--- src/rtl/decode_pkg.sv ---
// Shared constants and types for the decode stage: parameter defaults,
// control-bundle bit positions, instruction field positions and ID/EX update kinds.
package decode_pkg;

    localparam int XLEN_DEF   = 32;
    localparam int NREGS_DEF  = 32;
    localparam int CTRL_W_DEF = 10;

    localparam int CTRL_REGWRITE = 0;
    localparam int CTRL_MEMWRITE = 1;

    localparam int RS1_LSB = 15;
    localparam int RS1_MSB = 19;
    localparam int RS2_LSB = 20;
    localparam int RS2_MSB = 24;
    localparam int RD_LSB  = 7;
    localparam int RD_MSB  = 11;

    // What the ID/EX register does on the next edge, highest priority first
    typedef enum logic [1:0] {
        UPD_FLUSH,
        UPD_BUBBLE,
        UPD_IDLE,
        UPD_CAPTURE
    } idex_upd_e;

endpackage

--- src/rtl/reg_file_bypass.sv ---
// Architectural register file: two combinational read ports with write-first
// bypass, one write port, x0 hard-wired to zero, asynchronous clear.
module reg_file_bypass #(
    parameter int XLEN  = 32,
    parameter int NREGS = 32,
    parameter int AW    = $clog2(NREGS)
) (
    input  logic            clk,
    input  logic            rst,
    input  logic [AW-1:0]   i_ra1,
    input  logic [AW-1:0]   i_ra2,
    output logic [XLEN-1:0] o_rd1,
    output logic [XLEN-1:0] o_rd2,
    input  logic            i_we,
    input  logic [AW-1:0]   i_wa,
    input  logic [XLEN-1:0] i_wd
);

    logic [XLEN-1:0] r_regs [NREGS];

    always_ff @(posedge clk or posedge rst) begin
        if (rst) begin
            for (int i = 0; i < NREGS; i++) begin
                r_regs[i] <= '0;
            end
        end else if (i_we && i_wa != '0) begin
            r_regs[i_wa] <= i_wd;
        end
    end

    // A same-cycle write wins over the stored value so W->D needs no extra forwarding
    assign o_rd1 = (i_ra1 == '0)              ? '0   :
                   (i_we && i_wa == i_ra1)    ? i_wd : r_regs[i_ra1];
    assign o_rd2 = (i_ra2 == '0)              ? '0   :
                   (i_we && i_wa == i_ra2)    ? i_wd : r_regs[i_ra2];

endmodule

--- src/rtl/decode_stage_hz.sv ---
// Decode stage: register file read, load-use hazard stall/bubble, flush and ID/EX register.
// Optional macro DECODE_STAT_EN adds saturating stall/flush counters.
module decode_stage_hz
    import decode_pkg::*;
#(
    parameter  int XLEN   = XLEN_DEF,
    parameter  int NREGS  = NREGS_DEF,
    parameter  int CTRL_W = CTRL_W_DEF,
    localparam int AW     = $clog2(NREGS)
) (
    input  logic              clk,
    input  logic              rst,
    input  logic [31:0]       i_instr_d,
    input  logic              i_valid_d,
    input  logic [XLEN-1:0]   i_pc_d,
    input  logic [XLEN-1:0]   i_pc_plus4_d,
    input  logic [CTRL_W-1:0] i_ctrl_d,
    input  logic [XLEN-1:0]   i_imm_d,
    input  logic              i_ld_d,
    input  logic              i_uses_rs1_d,
    input  logic              i_uses_rs2_d,
    input  logic              i_we_w,
    input  logic [AW-1:0]     i_rd_w,
    input  logic [XLEN-1:0]   i_result_w,
    input  logic              i_flush_e,
    output logic              o_stall_d,
    output logic              o_valid_e,
    output logic              o_ld_e,
    output logic [CTRL_W-1:0] o_ctrl_e,
    output logic [XLEN-1:0]   o_rd1_e,
    output logic [XLEN-1:0]   o_rd2_e,
    output logic [XLEN-1:0]   o_imm_e,
    output logic [XLEN-1:0]   o_pc_e,
    output logic [XLEN-1:0]   o_pc_plus4_e,
    output logic [AW-1:0]     o_rs1_e,
    output logic [AW-1:0]     o_rs2_e,
    output logic [AW-1:0]     o_rd_e
`ifdef DECODE_STAT_EN
    ,
    output logic [31:0]       o_stall_cnt,
    output logic [31:0]       o_flush_cnt
`endif
);

    logic [AW-1:0]     w_rs1;
    logic [AW-1:0]     w_rs2;
    logic [AW-1:0]     w_rd;
    logic [XLEN-1:0]   w_rd1;
    logic [XLEN-1:0]   w_rd2;
    logic              w_haz;
    logic              w_unused_instr;
    idex_upd_e         w_upd;

    logic              r_valid_e;
    logic              r_ld_e;
    logic [CTRL_W-1:0] r_ctrl_e;
    logic [XLEN-1:0]   r_rd1_e;
    logic [XLEN-1:0]   r_rd2_e;
    logic [XLEN-1:0]   r_imm_e;
    logic [XLEN-1:0]   r_pc_e;
    logic [XLEN-1:0]   r_pc_plus4_e;
    logic [AW-1:0]     r_rs1_e;
    logic [AW-1:0]     r_rs2_e;
    logic [AW-1:0]     r_rd_e;

    assign w_rs1 = AW'(i_instr_d[RS1_MSB:RS1_LSB]);
    assign w_rs2 = AW'(i_instr_d[RS2_MSB:RS2_LSB]);
    assign w_rd  = AW'(i_instr_d[RD_MSB:RD_LSB]);
    assign w_unused_instr = ^i_instr_d;

    reg_file_bypass #(
        .XLEN  (XLEN),
        .NREGS (NREGS),
        .AW    (AW)
    ) u_rf (
        .clk   (clk),
        .rst   (rst),
        .i_ra1 (w_rs1),
        .i_ra2 (w_rs2),
        .o_rd1 (w_rd1),
        .o_rd2 (w_rd2),
        .i_we  (i_we_w),
        .i_wa  (i_rd_w),
        .i_wd  (i_result_w)
    );

    assign w_haz = i_valid_d && r_valid_e && r_ld_e && (r_rd_e != '0) &&
                   ((i_uses_rs1_d && w_rs1 == r_rd_e) ||
                    (i_uses_rs2_d && w_rs2 == r_rd_e));

    // A flush kills the consumer anyway, so there is nothing to stall for
    assign o_stall_d = w_haz && !i_flush_e;

    always_comb begin
        w_upd = UPD_CAPTURE;
        if (i_flush_e) begin
            w_upd = UPD_FLUSH;
        end else if (w_haz) begin
            w_upd = UPD_BUBBLE;
        end else if (!i_valid_d) begin
            w_upd = UPD_IDLE;
        end
    end

    always_ff @(posedge clk or posedge rst) begin
        if (rst) begin
            r_valid_e <= 1'b0;
            r_ld_e    <= 1'b0;
            r_ctrl_e  <= '0;
        end else if (w_upd == UPD_CAPTURE) begin
            r_valid_e <= 1'b1;
            r_ld_e    <= i_ld_d;
            r_ctrl_e  <= i_ctrl_d;
        end else begin
            r_valid_e <= 1'b0;
            r_ld_e    <= 1'b0;
            r_ctrl_e  <= '0;
        end
    end

    // Data fields hold on flush/bubble and are captured otherwise, even for an idle slot
    always_ff @(posedge clk or posedge rst) begin
        if (rst) begin
            r_rd1_e      <= '0;
            r_rd2_e      <= '0;
            r_imm_e      <= '0;
            r_pc_e       <= '0;
            r_pc_plus4_e <= '0;
            r_rs1_e      <= '0;
            r_rs2_e      <= '0;
            r_rd_e       <= '0;
        end else if (w_upd == UPD_IDLE || w_upd == UPD_CAPTURE) begin
            r_rd1_e      <= w_rd1;
            r_rd2_e      <= w_rd2;
            r_imm_e      <= i_imm_d;
            r_pc_e       <= i_pc_d;
            r_pc_plus4_e <= i_pc_plus4_d;
            r_rs1_e      <= w_rs1;
            r_rs2_e      <= w_rs2;
            r_rd_e       <= w_rd;
        end
    end

    assign o_valid_e    = r_valid_e;
    assign o_ld_e       = r_ld_e;
    assign o_ctrl_e     = r_ctrl_e;
    assign o_rd1_e      = r_rd1_e;
    assign o_rd2_e      = r_rd2_e;
    assign o_imm_e      = r_imm_e;
    assign o_pc_e       = r_pc_e;
    assign o_pc_plus4_e = r_pc_plus4_e;
    assign o_rs1_e      = r_rs1_e;
    assign o_rs2_e      = r_rs2_e;
    assign o_rd_e       = r_rd_e;

    bubble_has_no_side_effects: assert property (@(posedge clk) disable iff (rst)
        !r_valid_e |-> (!r_ctrl_e[CTRL_REGWRITE] && !r_ctrl_e[CTRL_MEMWRITE]));

`ifdef DECODE_STAT_EN
    logic [31:0] r_stall_cnt;
    logic [31:0] r_flush_cnt;

    always_ff @(posedge clk or posedge rst) begin
        if (rst) begin
            r_stall_cnt <= '0;
            r_flush_cnt <= '0;
        end else begin
            if (o_stall_d && r_stall_cnt != '1) begin
                r_stall_cnt <= r_stall_cnt + 32'd1;
            end
            if (i_flush_e && i_valid_d && r_flush_cnt != '1) begin
                r_flush_cnt <= r_flush_cnt + 32'd1;
            end
        end
    end

    assign o_stall_cnt = r_stall_cnt;
    assign o_flush_cnt = r_flush_cnt;
`endif

endmodule

--- config.mk ---
export PLATFORM = sky130hd
export DESIGN_NAME = decode_stage_hz
export DESIGN_NICKNAME = d
export VERILOG_FILES = /design/src/rtl/decode_pkg.sv /design/src/rtl/reg_file_bypass.sv /design/src/rtl/decode_stage_hz.sv
export SDC_FILE = /design/constraint.sdc
export NUM_CORES = 2
export LEC_CHECK = 0
export BUFFER_PORTS_ARGS = -buffer_cell sky130_fd_sc_hd__clkbuf_2
export CAP_MARGIN = 20
export CORE_ASPECT_RATIO = 0.7
export CORE_MARGIN = 8
export CORE_UTILIZATION = 60
export DETAILED_ROUTE_END_ITERATION = 8
export PLACE_DENSITY_LB_ADDON = 0.25
export SLEW_MARGIN = 15
export SYNTH_ARGS = -nofsm -noshare
export SYNTH_HDL_FRONTEND = slang
export SYNTH_SLANG_ARGS = --single-unit
--- constraint.sdc ---
create_clock -name clk -period 41.3 [get_ports clk]
set_input_delay 4.13 -clock clk [delete_from_list [all_inputs] [get_ports clk]]
set_output_delay 4.13 -clock clk [all_outputs]
set_load 0.02 [all_outputs]
Word level (Yosys, flattened, before mapping)

Index checks and enable logic that the tools add are counted.

Output and inout bits: 188
Input port bits: 183
Word-level logic and storage cells: 93
Bits in registers: 1,211

Mux-type cells: 19
Bitwise logic cells: 3
Eq/ne operators: 6
Reductions and logical operators: 18
Order comparisons: 4

Operators by type and width:

| kind               | count |
|---|---|
| $bwmux 1024        | 1 |
| $bmux 32 s5        | 2 |
| $mux 32            | 9 |
| $demux 32 s5       | 1 |
| $eq 5x5->1         | 4 |
| $ge 6x6->1 const B | 3 |
| $not 5->6          | 3 |
| $logic_and 1x1->1  | 11 |
| $logic_not 5->1    | 2 |
| $mux 10            | 1 |
| $reduce_bool 5->1  | 2 |
| $lt 6x1->1 const B | 1 |
| $eq 2x2->1 const B | 2 |
| $mux 2             | 2 |
| $mux 1             | 3 |
| $logic_or 1x1->1   | 2 |
| $logic_not 1->1    | 1 |

Depth between registers and ports, before layout

Word-level depth: 8
Gate-level depth with buffers: 11
Mapped depth without buffers: 6

By module

From an unflattened synthesis, not the netlist that was laid out.

Cells, all modules: 4,277
Area, all modules: 62,917.8 um^2

Modules (own cells, without submodules):

| module          | seq. area each (um^2) | instances | cells each | area an instance (um^2) |
|---|---|---|---|---|
| reg_file_bypass | 25,624.6              | 1         | 3,859      | 55,253.0 |
| decode_stage_hz | 4,679.5               | 1         | 418        | 7,664.9 |

Least setup slack after synthesis

Ideal clock, no wire load.

Path type: in2out
Start: input port i_instr_d[18]
End: output port o_stall_d
Cell stages on the path: 5
Data required time: 37.170 ns
Setup slack: 31.728 ns
Path buffers: 1
Arrival time: 5.442 ns
Path through: buf_2 -> xor2_1 -> nor4_2 -> a32oi_2 -> nor3_1

Longest elaborated chain between the ends: 5

RTL lines:

| item              | RTL line              | text |
|---|---|---|
| from (decl)       | decode_stage_hz.sv:13 | `input logic [31:0] i_instr_d,` |
| $eq 5x5->1        | decode_stage_hz.sv:88 | `((i_uses_rs1_d && w_rs1 == r_rd_e) \|\|` |
| $logic_and 1x1->1 | decode_stage_hz.sv:88 |  |
| $logic_or 1x1->1  | decode_stage_hz.sv:88 |  |
| $logic_and 1x1->1 | decode_stage_hz.sv:87 | `assign w_haz = i_valid_d && r_valid_e && r_ld_e && (r_rd_e != '0) &&` |
| $logic_and 1x1->1 | decode_stage_hz.sv:92 | `assign o_stall_d = w_haz && !i_flush_e;` |
| to (decl)         | decode_stage_hz.sv:26 | `output logic o_stall_d,` |

No other way between the ends.

Worst setup path after layout

Ends and elaborated chain as after synthesis.

==> impl_metrics.ini <==
[clocking]
path_clk_slew_ns = 0.06
postCtsHoldBufs = 0
cts_made_buffers = 115
htree_levels = 3
cts.repair.resized = 0
ctsRootBufferMaster = clkbuf_16
cts_buffer_depth = 3
cts_tree = yes
clk_latency_ns = 0.74
postCtsSetupBuffers = 0
cts.sinks = 1211

[floorplanning]
fp.dieH_um = 282
die_x_um = 397
die_area_sq_um = 112000
core_sq_um = 100000
start_util_pct = 60.7
num_rows = 97
io_pins = 371

[global_route]
use_met1_pct = 49.6
use_met3_pct = 11.7
grt.busiest_layer = met2
antenna_found_initial = 8
grt_pass1_vias = 42300
overflow = 0
grt_pass1_wl_um = 293000
grt_start_max_net_pins = 149
use_met2_pct = 51.0
track_usage_pct = 35.5

[yosys]
syn_area_per_cell_sq_um = 14.9
ys_seq_area_share_pct = 49.8
ys_ff_latch = 1211
synth_flop_cell = dfrtp_1
synth_cells = 4077
ys_types = 49
synthArstFlopShare_pct = 100
synth_nets = 4260
synth-edff-count = 0
synth.cell_area_sq_um = 60900
yosys_warnings = 0

[detailed_routing]
routed_wl_um = 200000
drt_iter0_drc = 5631
vias = 41400
dr.pass1.iters = 6
wire_per_inst_um = 35.6
vias_per_cell = 7.36
antenna_left = 0
drc = 0

[worst_setup_path]
arrival_ns = 6.33
max_stage_delay_ns = 0.54
worstPathMaxFanout = 8
cp_common_cell = clkbuf_2
critical_path_class = input port to output port
cp_cell_sequence = clkbuf_2, xor2_1, nor4_2, a32oi_2, nor3_1, clkbuf_2
cp.required_ns = 37.17
start_kind = input port
cp-end-kind = output port
crit_slowest_cell = nor3_1

[pwr]
vdd_drop_max_mv = 0.0343
p_clk_share_pct = 33.5
power.switching_w = 0.000935
p_comb_share_pct = 19.4
total_power_w = 0.00331
internal-power_w = 0.00238
power_leakage_nw = 29.8
p_sw_share_pct = 28.2
power_density_nw_per_um2 = 49.2
seq_power_share_pct = 47.1

[cells_and_area]
multi_input_area_sq_um = 28800
drive_gt1_share_pct = 49.5
mostFrequentLayoutCells = dfrtp_1 (1211), mux2_2 (1024), mux4_2 (383)
syn2layout_area_growth_pct = 10.6
fin_cells = 5625
fin_area_sq_um = 67300
nNetsFinal = 4369
fill_cells = 7019
seq_area_sq_um = 30300
layout_commonest_cell = dfrtp_1

[outcome]
outcome = completed

[timing]
slew_violations = 0
setup_violations = 0
max_freq_ghz = 0.0956
fin_ws_ns = 30.84
relSlewSlack_pct = 19.0
setup_tns_ns = 0
tightest_slew_ns = 1.21
period_minus_slack_ns = 10.46
rsz0062_at_grt = no
final_hold_viol_count = 0
skew_ns = 0.0249
finalCritPeriodShare_pct = 25.3

[place]
portBuffers = 353
dp.cells = 5405
pre_cts_ws_ns = 30.97
gp_congestion = 0.844
dp_hpwl_um = 115000
placed_area_sq_um = 63400

[run]
timing.max_cap.violations = 0

[worst_hold_path]
hp-class = flop to flop
-- stage by stage --
stage	util [%]	hold WS, ns
2_1_floorplan	-	0.441
4_1_cts	67.1	0.398
6_report	67.2	0.400
3_3_place_gp	63.2	0.382
5_1_grt	67.2	0.411
3_5_place_dp	63.2	0.382
-- registers in the layout (all words and copies together), names as in the netlist --
name / count
o_ld_e: 1
o_rd_e: 5
u_rf.r_regs: 1024
o_pc_plus4_e: 32
o_rs2_e: 5
o_rd1_e: 32
o_rd2_e: 32
o_valid_e: 1
o_ctrl_e: 10
o_imm_e: 32
o_rs1_e: 5
o_pc_e: 32
-- area by class of cell --
class | instances | share of cell area [%]
Antenna cell | 5 | 0.0186
Clock buffer | 160 | 4.99
Clock inverter | 55 | 0.859
Inverter | 2 | 0.0223
Multi-Input combinational cell | 2402 | 42.7
Sequential cell | 1211 | 45.0
Tap cell | 1336 | 2.48
Timing Repair Buffer | 454 | 3.90
-- synth_stat cells (2+ instances only) --
cell	number	share of area, %
mux2i_1	252	4.1
nand3_1	8	0.066
nor2b_1	5	0.051
nor2_1	32	0.20
or3b_2	3	0.043
a221o_1	64	1.1
or3_1	2	0.021
buf_6	6	0.11
clkbuf_1	247	1.5
o21ai_0	9	0.074
buf_4	30	0.37
buf_2	125	1.0
xor2_1	16	0.23
a2111oi_0	31	0.45
o221ai_1	57	0.82
buf_1	54	0.33
a22o_1	64	0.92
nor4_1	4	0.041
mux4_2	383	14
a22oi_1	66	0.81
a211oi_1	88	1.1
and2_1	3	0.031
nand3b_1	7	0.086
nor3b_1	4	0.049
nor3b_2	2	0.041
a211o_1	6	0.086
o22ai_1	75	0.77
and3_1	12	0.12
mux2_1	84	1.6
nor3_1	17	0.14
nand2b_1	2	0.021
xnor2_1	4	0.058
mux2_2	1024	19
dfrtp_1	1211	50
nand2_1	22	0.14
inv_1	2	0.012
a221oi_1	6	0.086
a21oi_1	38	0.31
o211ai_2	2	0.041
-- per-layer routing --
metal / vias to the layer above / part of all wire [%]
met3: 597 / 13
met4: 2 / 5.1
met2: 2806 / 43
met5: - / 0.024
met1: 21900 / 39
li1: 16100 / -
-- worst paths after layout --
path                       slack, ns  depth (start not counted)                             to                           from
setup reg to reg               37.61                          6        o_rd2_e[15]$_DFFE_PP0P_          o_rd_e[2]$_DFFE_PP0P_
hold / removal                  0.40                          0  u_rf.r_regs[1011]$_DFFE_PP0P_  u_rf.r_regs[1011]$_DFFE_PP0P_
setup / recovery               30.84                          6                      o_stall_d                  i_instr_d[18]
min in group asynchronous       3.62                          2   u_rf.r_regs[607]$_DFFE_PP0P_                            rst
max in group asynchronous      34.43                          5   u_rf.r_regs[909]$_DFFE_PP0P_                            rst
hold reg to reg                 0.40                          0  u_rf.r_regs[1011]$_DFFE_PP0P_  u_rf.r_regs[1011]$_DFFE_PP0P_
-- power groups by stage --
stage / logic (W) / clock network (W) / registers, W
2_1_floorplan: 0.000466 / 0 / 0.00155
6_report: 0.000644 / 0.00111 / 0.00156
3_5_place_dp: 0.000636 / 0 / 0.00157
3_3_place_gp: 0.000617 / 0 / 0.00155
5_1_grt: 0.000682 / 0.00116 / 0.00158
4_1_cts: 0.000640 / 0.00112 / 0.00155
-- cells by family after synthesis --
| kind of cell | share of synthesized area (%) |
|---|---|
| AO/OA/AOI/OAI | 6.59 |
| XOR/XNOR | 0.288 |
| buffers and inverters | 3.38 |
| flip-flops | 49.8 |
| multiplexers | 38.8 |
| AND/OR/NAND/NOR | 1.12 |
-- worst max-delay path, delay by kind of cell --
family,cells,cell delay (ns)
AOI/OAI and AO/OA,1,0.38
xor gates and xnor gates,1,0.28
buffers and inverters,2,0.66
and+or+nand+nor,2,0.87
No activity file was read; power rests on OpenSTA's default activity.
